<file path="src/rtl/decode_queue.sv">
// Decode buffer between Fetch and Issue: a DEPTH-entry instruction FIFO with
// valid/ready handshakes on both sides and field extraction from the head entry.
module decode_queue #(
  parameter int DEPTH = 4,
  parameter int CNT_W = $clog2(DEPTH) + 1
) (
  input  logic             clock,
  input  logic             reset,
  input  logic             if_id_valid,
  input  logic [31:0]      if_id_instruc,
  input  logic [31:0]      if_id_nextpc,
  output logic             id_if_ready,
  input  logic             flush,
  output logic             id_iss_valid,
  input  logic             iss_id_ready,
  output logic [5:0]       id_iss_op,
  output logic [5:0]       id_iss_funct,
  output logic [4:0]       id_iss_addra,
  output logic [4:0]       id_iss_addrb,
  output logic [4:0]       id_iss_shamt,
  output logic [4:0]       id_iss_regdest,
  output logic [31:0]      id_iss_imedext,
  output logic [31:0]      id_iss_nextpc,
  output logic [CNT_W-1:0] id_iss_count
);

  localparam int PTR_W = $clog2(DEPTH);
  localparam logic [CNT_W-1:0] FULL = CNT_W'(DEPTH);

  typedef struct packed {
    logic [31:0] instr;
    logic [31:0] nextpc;
  } entry_t;

  entry_t           mem [DEPTH];
  logic [PTR_W-1:0] rptr;
  logic [PTR_W-1:0] wptr;
  logic [CNT_W-1:0] count;
  logic             push;
  logic             pop;
  entry_t           head;

  assign id_if_ready  = (count != FULL);
  assign id_iss_valid = (count != '0);
  assign id_iss_count = count;

  // Flush outranks both handshakes, so neither side may move during it.
  assign push = if_id_valid && id_if_ready && !flush;
  assign pop  = id_iss_valid && iss_id_ready && !flush;

  // NOTE: sequential state uses non-blocking assignments so every register
  // samples the pre-edge values of the others.
  always_ff @(posedge clock or posedge reset) begin
    if (reset) begin
      rptr  <= '0;
      wptr  <= '0;
      count <= '0;
    end else if (flush) begin
      rptr  <= '0;
      wptr  <= '0;
      count <= '0;
    end else begin
      if (push) wptr <= wptr + PTR_W'(1);
      if (pop)  rptr <= rptr + PTR_W'(1);
      unique case ({push, pop})
        2'b10:   count <= count + CNT_W'(1);
        2'b01:   count <= count - CNT_W'(1);
        default: count <= count;
      endcase
    end
  end

  // NOTE: the entry array is deliberately not reset; stale contents are never
  // visible because every head output is masked while the queue is empty.
  always_ff @(posedge clock) begin
    if (push) mem[wptr] <= '{instr: if_id_instruc, nextpc: if_id_nextpc};
  end

  assign head = mem[rptr];

  // NOTE: every output gets a default before the conditional assignments so
  // no path leaves a value held, which would infer a latch.
  always_comb begin
    id_iss_op      = '0;
    id_iss_funct   = '0;
    id_iss_addra   = '0;
    id_iss_addrb   = '0;
    id_iss_shamt   = '0;
    id_iss_regdest = '0;
    id_iss_imedext = '0;
    id_iss_nextpc  = '0;
    if (id_iss_valid) begin
      id_iss_op     = head.instr[31:26];
      id_iss_funct  = head.instr[5:0];
      id_iss_addra  = head.instr[25:21];
      id_iss_addrb  = head.instr[20:16];
      id_iss_shamt  = head.instr[10:6];
      id_iss_nextpc = head.nextpc;
      // R-type writes rd; everything else writes rt.
      id_iss_regdest = (head.instr[31:26] == 6'h00) ? head.instr[15:11]
                                                    : head.instr[20:16];
      // Logical immediates (ANDI/ORI/XORI) zero-extend; all others sign-extend.
      unique case (head.instr[31:26])
        6'h0C, 6'h0D, 6'h0E: id_iss_imedext = {16'h0000, head.instr[15:0]};
        default:             id_iss_imedext = {{16{head.instr[15]}}, head.instr[15:0]};
      endcase
    end
  end

endmodule

</file>
<file path="config.mk">
export PLATFORM = sky130hd
export DESIGN_NAME = decode_queue
export DESIGN_NICKNAME = d
export VERILOG_FILES = /design/src/rtl/decode_queue.sv
export SDC_FILE = /design/constraint.sdc
export NUM_CORES = 1
export LEC_CHECK = 0
export CAP_MARGIN = 20
export CORE_MARGIN = 2
export CORE_UTILIZATION = 45
export CTS_CLUSTER_SIZE = 14
export DETAILED_ROUTE_END_ITERATION = 10
export GPL_ROUTABILITY_DRIVEN = 0
export PLACE_DENSITY_LB_ADDON = 0.2
export SYNTH_ARGS = -nofsm -noshare
export SYNTH_HDL_FRONTEND = slang
export SYNTH_SLANG_ARGS = --single-unit
</file>
<file path="constraint.sdc">
create_clock -name clock -period 3.7 [get_ports clock]
set_input_delay 0.74 -clock clock [delete_from_list [all_inputs] [get_ports clock]]
set_output_delay 0.74 -clock clock [all_outputs]
set_load 0.005 [all_outputs]
</file>
==> impl_metrics.py, run 1 <==
metrics = {
    "critical_path": {
        "path_cells": "mux4_2, nor4_4, nand2_4, mux2_4, clkdlybuf4s50_1",
        "reg2reg_slack_ns": 1.37,
        "critPathRequiredTime_ns": 2.96,
        "crit_path_max_fanout": 7,
        "worstSetupPathType": "flip-flop to primary output",
        "cell_type_group_with_the_largest_total_delay_on_the_critical_path": "multiplexers",
        "highest_delay_cell_along_the_critical_path": "sky130_fd_sc_hd__mux4_2",
        "timing.critical_path.to_type": "primary output",
        "critPathBufInv": 1,
        "rr_worst_depth": 5,
        "cp-start-kind": "flip-flop",
        "endpoint_arrival_time_on_the_critical_path_ns": 2.86,
        "max_stage_delay_ns": 0.58,
        "critical_path_depth": 5,
    },
    "clock_network": {
        "tritoncts": "done",
        "cts-buffers-inserted": 28,
        "clkTransAtPathRegs_ns": 0.06,
        "clk-insertion-delay-late_ns": 0.52,
        "cts_sinks": 263,
        "cts_max_level": 1,
        "cts_root_buffer": "sky130_fd_sc_hd__clkbuf_16",
        "clock_tree.buffer_depth": 3,
    },
    "floorplanning": {
        "floorplan_core_area_um2": 22780,
        "die_height_um": 156.7,
        "initial_core_util": 0.4606,
        "placement_rows": 55,
        "dieWidth_um": 156.7,
        "die_area_um2": 24550,
        "number_of_i_o_pins": 170,
    },
    "global_routing": {
        "grt_antenna_before_repair": 0,
        "grt_pass1_vias": 5654,
        "grt_use_total": 0.1714,
        "grt_remaining_overflow": 0,
        "grt_start_max_net_pins": 65,
        "grt_first_pass_wirelength_mm": 31.78,
    },
    "sta": {
        "slew_headroom": 0.5175,
        "grt_setup_unrepaired": "no",
        "finalSetupViolations": 0,
        "tightestPinTransition_ns": 0.7177,
        "final.setup.worst_slack_ns": 0.1012,
        "clock_skew_ns": 0.006746,
        "timing_hold_violations_final": 0,
        "fin_setup_tns_ns": 0,
        "finalCriticalPeriod_ns": 3.599,
        "timing.fmax_mhz": 277.9,
        "final_max_slew_viol_count": 0,
        "finalCritPeriodShare": 0.9726,
    },
    "synth": {
        "synth_nets": 573,
        "postSynthAreaPerCell_um2": 21.03,
        "synth_seq_area_share": 0.7493,
        "synth-seq-cells": 263,
        "synth.lib_cells_used.distinct": 35,
        "synthCells": 499,
        "count_of_yosys_warnings_during_synthesis": 0,
        "cell_area_synth_um2": 10490,
    },
    "routing": {
        "wire_per_inst_um": 20.58,
        "first_iter_violations": 314,
        "drt-total-wl_mm": 20.49,
        "routed-via-count": 5186,
        "drt.antenna.violating_nets": 0,
        "detail_route.drc_violations": 0,
        "routed_via_density": 5.207,
        "drt-pass1-iter-count": 5,
    },
    "placement": {
        "count_of_buffers_from_port_buffering": 169,
        "detailed_place_hpwl_mm": 12.30,
        "pre_cts_slack_ns": 0.3870,
    },
    "layout": {
        "area_growth_pct": 27.65,
        "insertedDiodeCount": 0,
        "layout-drive-gt1-share": 0.1918,
        "nets": 737,
    },
    "min_path": {
        "min_path_type": "primary input to asynchronous set/reset pin",
    },
    "outcome": {
        "run_status": "complete, no violations",
    },
    "pwr": {
        "p_leak_uw": 0.004370,
        "power-per-cell-area_nw_per_um2": 702.4,
        "ir_drop_v": 0.0004683,
    },
    "run": {
        "max-cap-violations": 0,
    },
}
[sequential cells by signal (all words and copies together), names as in the netlist]
register      count
mem             256
wptr              2
id_iss_count      3
rptr              2
[through the flow]
stage | total power [µW] | cell area [µm²] | utilization | cells | hold slack [ns]
after CTS | 9555 | 13380 | 0.5873 | 995 | 0.4544
after global placement | 6704 | 12430 | 0.5457 | 943 | 0.5582
after detailed placement | 6727 | 12430 | 0.5457 | 943 | 0.5821
after floorplan | 5247 | 10490 | - | 499 | 0.5425
after global routing | 9889 | 13390 | 0.5880 | 996 | 0.4711
final | 9408 | 13390 | 0.5880 | 996 | 0.4587
[final timing paths]
kind | startpoint | to
worst max-delay path | rptr[0] | id_iss_regdest[0]
worst min-delay path | reset | id_iss_count[2]
worst max register to register | id_iss_count[0] | mem[1][17]
worst min register to register | wptr[1] | wptr[1]
max in group asynchronous | reset | rptr[0]
min in group clock | wptr[1] | wptr[1]
[where the power goes]
group	internal, µW	switching (µW)
logic	1880	1230
clock network	1700	1050
registers	3460	85.5
[synth_stat cells]
master | n | area (µm²)
sky130_fd_sc_hd__a211oi_1 | 3 | 22.52
sky130_fd_sc_hd__a21oi_1 | 1 | 5.000
sky130_fd_sc_hd__a31oi_1 | 2 | 12.51
sky130_fd_sc_hd__a41oi_1 | 1 | 8.760
sky130_fd_sc_hd__and2_1 | 67 | 419.2
sky130_fd_sc_hd__and4_1 | 1 | 8.760
sky130_fd_sc_hd__buf_1 | 4 | 15.01
sky130_fd_sc_hd__buf_2 | 7 | 35.03
sky130_fd_sc_hd__buf_4 | 28 | 210.2
sky130_fd_sc_hd__buf_6 | 1 | 11.26
sky130_fd_sc_hd__clkbuf_1 | 11 | 41.29
sky130_fd_sc_hd__dfrtp_1 | 7 | 175.2
sky130_fd_sc_hd__edfxtp_1 | 256 | 7687
sky130_fd_sc_hd__fa_1 | 1 | 20.02
sky130_fd_sc_hd__ha_1 | 4 | 50.05
sky130_fd_sc_hd__inv_1 | 4 | 15.01
sky130_fd_sc_hd__mux2_4 | 5 | 75.07
sky130_fd_sc_hd__mux2i_1 | 1 | 10.01
sky130_fd_sc_hd__mux4_1 | 7 | 183.9
sky130_fd_sc_hd__mux4_2 | 57 | 1284
sky130_fd_sc_hd__nand2_1 | 4 | 15.01
sky130_fd_sc_hd__nand2_4 | 1 | 11.26
sky130_fd_sc_hd__nand2b_1 | 3 | 18.77
sky130_fd_sc_hd__nand3_1 | 2 | 10.01
sky130_fd_sc_hd__nor2_1 | 6 | 22.52
sky130_fd_sc_hd__nor2_2 | 1 | 6.260
sky130_fd_sc_hd__nor3_1 | 2 | 10.01
sky130_fd_sc_hd__nor3b_1 | 1 | 7.510
sky130_fd_sc_hd__nor4_4 | 1 | 21.27
sky130_fd_sc_hd__o21ai_0 | 1 | 5.000
sky130_fd_sc_hd__o31ai_1 | 1 | 7.510
sky130_fd_sc_hd__or3_1 | 1 | 6.260
sky130_fd_sc_hd__or3b_2 | 1 | 8.760
sky130_fd_sc_hd__xnor2_1 | 3 | 26.28
sky130_fd_sc_hd__xor2_1 | 3 | 26.28
[what timing repair did]
item,in CTS,in global routing
setup buffers,2,1
resized for setup,7,3
pin swaps,0,0
hold buffers,0,0
setup endpoints to repair,30,22
[final cells by class]
class | count | area (µm²)
clock buffers | 37 | 755.7
clock inverters | 13 | 162.7
fillers | 1685 | 9384
inverters | 4 | 15.01
multi-input cells | 181 | 2310
flip-flops and latches | 263 | 7870
well taps | 313 | 391.6
repair buffers | 185 | 1889
[kinds of logic (layout without fill, tap and decap cells)]
| group | count (synthesis) | after routing | synth area share |
|---|---|---|---|
| AND/OR/NAND/NOR | 91 | 91 | 0.05390 |
| AO/OA/AOI/OAI | 9 | 9 | 0.005842 |
| adder cells (fa/ha/maj) | 5 | 5 | 0.006678 |
| flip-flops | 263 | 263 | 0.7493 |
| XOR/XNOR | 6 | 6 | 0.005009 |
| multiplexers | 70 | 70 | 0.1480 |
| buffers and inverters | 55 | 239 | 0.03124 |
[layout by cell type, fill, tap and decap left out, drive strengths merged, types with 2 or more instances in the layout]
cell	count
and2	67
clkbuf	37
nor2	7
bufinv	4
xor2	3
ha	4
mux2	5
dfrtp	7
clkdlybuf4s50	167
nand3	2
a31oi	2
nor3	2
buf	16
mux4	64
nand2b	3
clkinv	9
a211oi	3
dlymetal6s2s	2
xnor2	3
inv	4
nand2	5
edfxtp	256
[worst register-to-register path, cell delays in order, from the launching register on]
cell                      delay, ns
sky130_fd_sc_hd__dfrtp_1       0.52
sky130_fd_sc_hd__or3b_2        0.26
sky130_fd_sc_hd__nand2_1       0.20
sky130_fd_sc_hd__nor2_1        0.29
sky130_fd_sc_hd__and2_4        0.37
sky130_fd_sc_hd__buf_4         0.37
[per-layer routing]
metal / vias to the layer above / GRT usage / share of wire
li1: 2301 / - / -
met4: 0 / 0.04107 / 0.014
met1: 2669 / 0.2296 / 0.42
met2: 194 / 0.2911 / 0.49
met3: 22 / 0.03406 / 0.072
met5: - / 0 / 0
Note: power is estimated with default switching activity, not from simulation.
==> inputs of run 2 (changes only) <==
--- a/config.mk
+++ b/config.mk
@@ -6,7 +6,7 @@
 export NUM_CORES = 1
 export LEC_CHECK = 0
 export CAP_MARGIN = 20
-export CORE_MARGIN = 2
+export CORE_MARGIN = 4
 export CORE_UTILIZATION = 45
 export CTS_CLUSTER_SIZE = 14
 export DETAILED_ROUTE_END_ITERATION = 10
==> impl_metrics.py, run 2 (synthesized netlist as in run 1, its figures left out) <==
metrics = {
    "outcome": {
        "run_status": "complete, no violations",
    },
    "layout": {
        "insertedDiodeCount": 0,
        "final_util": 0.5875,
        "area_growth_pct": 27.55,
        "layout.cell_area.non_filler_um2": 13380,
        "most_frequent_cells_in_the_layout": "256 x sky130_fd_sc_hd__edfxtp_1, 169 x sky130_fd_sc_hd__clkdlybuf4s50_1, 63 x sky130_fd_sc_hd__and2_1, 59 x sky130_fd_sc_hd__mux4_2, 28 x sky130_fd_sc_hd__clkbuf_16",
        "filler_cell_count": 1630,
        "layout-drive-gt1-share": 0.1942,
        "registers.top_by_ff_count": "mem",
        "largest_register_ff_count": 256,
        "nets": 739,
        "mostFrequentLayoutCell": "sky130_fd_sc_hd__edfxtp_1",
    },
    "floorplanning": {
        "dieWidth_um": 160.7,
        "die_area_um2": 25820,
        "placement_rows": 55,
        "die_height_um": 160.7,
        "floorplan_core_area_um2": 22780,
        "initial_core_util": 0.4606,
        "number_of_i_o_pins": 170,
    },
    "critical_path": {
        "rr_worst_depth": 6,
        "worstSetupPathType": "flip-flop to primary output",
        "r2r_start": "id_iss_count[0]",
        "crit_path_max_fanout": 22,
        "regToRegEndpoint": "id_iss_count[2]",
        "reg2reg_slack_ns": 1.31,
        "endpoint_arrival_time_on_the_critical_path_ns": 2.85,
        "highest_delay_cell_along_the_critical_path": "sky130_fd_sc_hd__mux4_2",
        "path_cells": "buf_4, buf_16, mux4_2, and2_1, mux2_4, clkdlybuf4s50_1",
        "cp-start-kind": "flip-flop",
        "cell_type_group_with_the_largest_total_delay_on_the_critical_path": "multiplexers",
        "critPathBufInv": 3,
        "timing.critical_path.to_type": "primary output",
        "max_stage_delay_ns": 0.57,
        "critPathRequiredTime_ns": 2.96,
    },
    "routing": {
        "drt-pass1-iter-count": 4,
        "detail_route.drc_violations": 0,
        "routed-via-count": 5176,
        "wire_per_inst_um": 20.89,
        "routed_via_density": 5.186,
        "first_iter_violations": 375,
        "drt-total-wl_mm": 20.85,
        "drt.antenna.violating_nets": 0,
    },
    "clock_network": {
        "cts-buffers-inserted": 26,
        "tritoncts": "done",
        "cts.hold.buffers_added": 0,
        "clock_tree.buffer_depth": 3,
        "cts_root_buffer": "sky130_fd_sc_hd__clkbuf_16",
        "clk-insertion-delay-late_ns": 0.51,
        "cts_max_level": 1,
        "clkTransAtPathRegs_ns": 0.06,
        "cts_sinks": 263,
    },
    "global_routing": {
        "grt_first_pass_wirelength_mm": 32.15,
        "grt_remaining_overflow": 0,
        "grt_start_max_net_pins": 57,
        "grt_antenna_before_repair": 1,
        "grt_use_total": 0.1583,
        "grt_pass1_vias": 5601,
    },
    "sta": {
        "final.setup.worst_slack_ns": 0.1090,
        "finalSetupViolations": 0,
        "finalCriticalPeriod_ns": 3.591,
        "tightestPinTransition_ns": 0.7560,
        "slew_headroom": 0.4917,
        "fin_setup_tns_ns": 0,
        "timing_hold_violations_final": 0,
        "finalCritPeriodShare": 0.9705,
        "final_max_slew_viol_count": 0,
        "grt_setup_unrepaired": "no",
        "clock_skew_ns": 0.01163,
        "timing.fmax_mhz": 278.5,
    },
    "placement": {
        "place_area_um2": 12460,
        "pre_cts_slack_ns": 0.5092,
        "detailed_place_hpwl_mm": 12.77,
        "count_of_buffers_from_port_buffering": 169,
    },
    "min_path": {
        "min_path_type": "primary input to asynchronous set/reset pin",
    },
    "pwr": {
        "p_leak_uw": 0.004338,
        "power-per-cell-area_nw_per_um2": 697.3,
        "ir_drop_v": 0.0004530,
    },
    "run": {
        "max-cap-violations": 0,
    },
}
## run 2: changes by cell type in the layout (fill, tap and decap cells not counted), sizes merged
cell and delta:
buf +3, dlymetal6s2s -2, clkinvlp +1, clkbuf -1, clkdlybuf4s50 +2, bufinv -1
## run 2: area by class of cell
class,instances,area (µm²),share of cell area
sequential,263,7870,0.5881
multi-input combinational,181,2310,0.1726
timing repair buffer,189,1933,0.1444
clock buffer,35,725.7,0.05423
tap,313,391.6,0.02926
clock inverter,13,137.6,0.01028
inverter,4,15.01,0.001122
## run 2: per-stage QoR
step / std cells / power, µW / hold slack [ns]
6_report: 998 / 9332 / 0.4851
5_1_grt: 998 / 9798 / 0.5118
4_1_cts: 993 / 9412 / 0.4740
3_5_place_dp: 945 / 6754 / 0.5878
3_3_place_gp: 945 / 6713 / 0.5582
2_1_floorplan: 499 / 5247 / 0.5425
## run 2: where the power goes
group          internal, µW  leakage, µW  switching, µW  total [µW]
logic                  1920      0.00150           1260        3180
clock network          1580     0.000423           1030        2610
registers              3460      0.00241           80.2        3540
## run 2: worst max path at each step
stage | startpoint | end | slack (ns) | depth (start not counted)
2_1_floorplan | if_id_valid | mem[0][0] | 0.42 | 4
3_3_place_gp | rptr[0] | id_iss_regdest[4] | 0.55 | 5
3_5_place_dp | rptr[0] | id_iss_regdest[1] | 0.51 | 5
4_1_cts | rptr[0] | id_iss_regdest[2] | 0.008 | 5
5_1_grt | rptr[0] | id_iss_regdest[2] | 0.004 | 6
6_report | rptr[0] | id_iss_regdest[2] | 0.11 | 6
## run 2: what timing repair did
item | 4_1_cts | 5_1_grt
gates resized for setup | 5 | 0
cloned | 0 | 1
setup endpoints to repair | 30 | 5
setup buffers | 0 | 4
## run 2: layer usage
metal / vias to the layer above / track usage / wire length, µm
li1: 2302 / - / -
met1: 2674 / 0.2195 / 8831
met2: 176 / 0.2592 / 10230
met3: 22 / 0.03798 / 1493
met4: 2 / 0.03490 / 277
met5: - / 0 / 13
==> inputs of run 3 (changes only) <==
--- a/config.mk
+++ b/config.mk
@@ -10,6 +10,7 @@
 export CORE_UTILIZATION = 45
 export CTS_CLUSTER_SIZE = 14
 export DETAILED_ROUTE_END_ITERATION = 10
+export DONT_BUFFER_PORTS = 1
 export GPL_ROUTABILITY_DRIVEN = 0
 export PLACE_DENSITY_LB_ADDON = 0.2
 export SYNTH_ARGS = -nofsm -noshare
==> impl_metrics.py, run 3 (synthesized netlist as in run 1, its figures left out) <==
metrics = {
    "clock_network": {
        "post-cts-setup-buffers": 0,
        "cts.hold.buffers_added": 0,
        "tritoncts": "done",
        "clock_tree.buffer_depth": 3,
        "cts-buffers-inserted": 27,
        "cts_root_buffer": "sky130_fd_sc_hd__clkbuf_16",
        "post_cts.resized_instances": 0,
        "cts_sinks": 263,
        "clkTransAtPathRegs_ns": 0.06,
        "clk-insertion-delay-late_ns": 0.51,
        "cts_max_level": 1,
    },
    "critical_path": {
        "worstSetupStartpoint": "rptr[0]",
        "timing.critical_path.to_type": "primary output",
        "endpoint_arrival_time_on_the_critical_path_ns": 2.71,
        "crit_path_max_fanout": 20,
        "worstSetupPathType": "flip-flop to primary output",
        "cp-start-kind": "flip-flop",
        "r2r_start": "id_iss_count[0]",
        "critPathRequiredTime_ns": 2.96,
    },
    "routing": {
        "detail_route.drc_violations": 0,
        "first_iter_violations": 270,
        "routed-via-count": 4494,
        "routed_via_density": 5.480,
        "drt-pass1-iter-count": 4,
        "drt.antenna.violating_nets": 0,
        "wire_per_inst_um": 23.87,
        "drt-total-wl_mm": 19.57,
    },
    "pwr": {
        "design_power_total_uw": 7856,
        "cellInternalPower_uw": 5697,
        "p_leak_uw": 0.003634,
        "combinationalPowerShare": 0.231,
        "power_switching_uw": 2159,
        "p_sw_frac": 0.2749,
        "power-per-cell-area_nw_per_um2": 680.7,
        "ir_drop_v": 0.0003594,
        "pwr-share-seq": 0.453,
        "clock_power_share": 0.316,
    },
    "outcome": {
        "run_status": "complete, no violations",
    },
    "global_routing": {
        "grt_pass1_vias": 5097,
        "grt_antenna_before_repair": 1,
        "grt_remaining_overflow": 0,
        "grt_use_total": 0.1530,
        "grt_start_max_net_pins": 42,
        "grt_first_pass_wirelength_mm": 30.63,
    },
    "layout": {
        "seqCellArea_um2": 7870,
        "area_growth_pct": 9.993,
        "largest_register_ff_count": 256,
        "registers.top_by_ff_count": "mem",
        "multiInputGateArea_um2": 2321,
        "most_frequent_cells_in_the_layout": "256 x sky130_fd_sc_hd__edfxtp_1, 63 x sky130_fd_sc_hd__and2_1, 57 x sky130_fd_sc_hd__mux4_2, 27 x sky130_fd_sc_hd__clkbuf_16, 8 x sky130_fd_sc_hd__clkinv_2",
        "final_util": 0.5067,
        "nets": 561,
        "filler_cell_count": 1838,
        "insertedDiodeCount": 0,
        "mostFrequentLayoutCell": "sky130_fd_sc_hd__edfxtp_1",
        "layout-drive-gt1-share": 0.2426,
    },
    "run": {
        "max-cap-violations": 0,
    },
    "sta": {
        "slew_headroom": 0.4557,
        "timing.fmax_mhz": 290.1,
        "tightestPinTransition_ns": 0.8095,
        "finalSetupViolations": 0,
        "finalCriticalPeriod_ns": 3.447,
        "final.setup.worst_slack_ns": 0.2530,
        "final_max_slew_viol_count": 0,
        "fin_setup_tns_ns": 0,
        "clock_skew_ns": 0.007242,
        "final.hold.worst_slack_ns": 0.06036,
        "finalCritPeriodShare": 0.9316,
        "grt_setup_unrepaired": "no",
        "timing_hold_violations_final": 0,
    },
    "floorplanning": {
        "number_of_i_o_pins": 170,
        "die_area_um2": 25820,
        "placement_rows": 55,
        "dieWidth_um": 160.7,
        "initial_core_util": 0.4606,
        "die_height_um": 160.7,
        "floorplan_core_area_um2": 22780,
    },
    "placement": {
        "detailed_place_hpwl_mm": 11.57,
        "count_of_buffers_from_port_buffering": 0,
        "pre_cts_slack_ns": 0.7233,
    },
    "min_path": {
        "min_path_type": "primary input to asynchronous set/reset pin",
    },
}
-- run 3: worst paths after layout --
check                                    end  slack [ns]  cells after the start
max reg2reg                       mem[0][35]        1.26                      5
max in group asynchronous            rptr[0]        3.38                      1
min                                  rptr[1]        0.06                      1
min reg2reg                          wptr[1]        0.59                      2
min in group clock                   wptr[1]        0.29                      1
max                        id_iss_regdest[1]        0.25                      5
-- run 3: metal layers --
metal / GRT usage / share of wire
met5: 0 / 0
met4: 0.03141 / 0.012
met2: 0.2490 / 0.48
met3: 0.06492 / 0.11
met1: 0.1952 / 0.40
-- run 3: per-stage QoR --
stage / area (µm²) / std cells
6_report: 11540 / 820
5_1_grt: 11540 / 820
4_1_cts: 11540 / 820
3_5_place_dp: 10720 / 771
3_3_place_gp: 10720 / 771
2_1_floorplan: 10490 / 499
-- run 3: layout make-up --
type,count,area share
clock buffers,35,0.06288
clock inverters,14,0.008023
inverters,4,0.001301
multi-input cells,181,0.2011
flip-flops and latches,263,0.6819
well taps,313,0.03393
repair buffers,10,0.01084
-- run 3: critical path, cell delays in order (launching register included) --
cell and delay, ns:
sky130_fd_sc_hd__dfrtp_4 0.49, sky130_fd_sc_hd__buf_4 0.38, sky130_fd_sc_hd__mux4_1 0.66, sky130_fd_sc_hd__nor2_2 0.19
sky130_fd_sc_hd__nand2_4 0.13, sky130_fd_sc_hd__mux2_4 0.33
-- run 3: power by group through the flow --
stage | sequential [µW] | combinational [µW] | clock, µW
final | 3560 | 1810 | 2480
after global placement | 3610 | 1850 | 0
after CTS | 3560 | 1880 | 2560
after global routing | 3580 | 2010 | 2710
after floorplan | 3570 | 1670 | 0
after detailed placement | 3620 | 1870 | 0
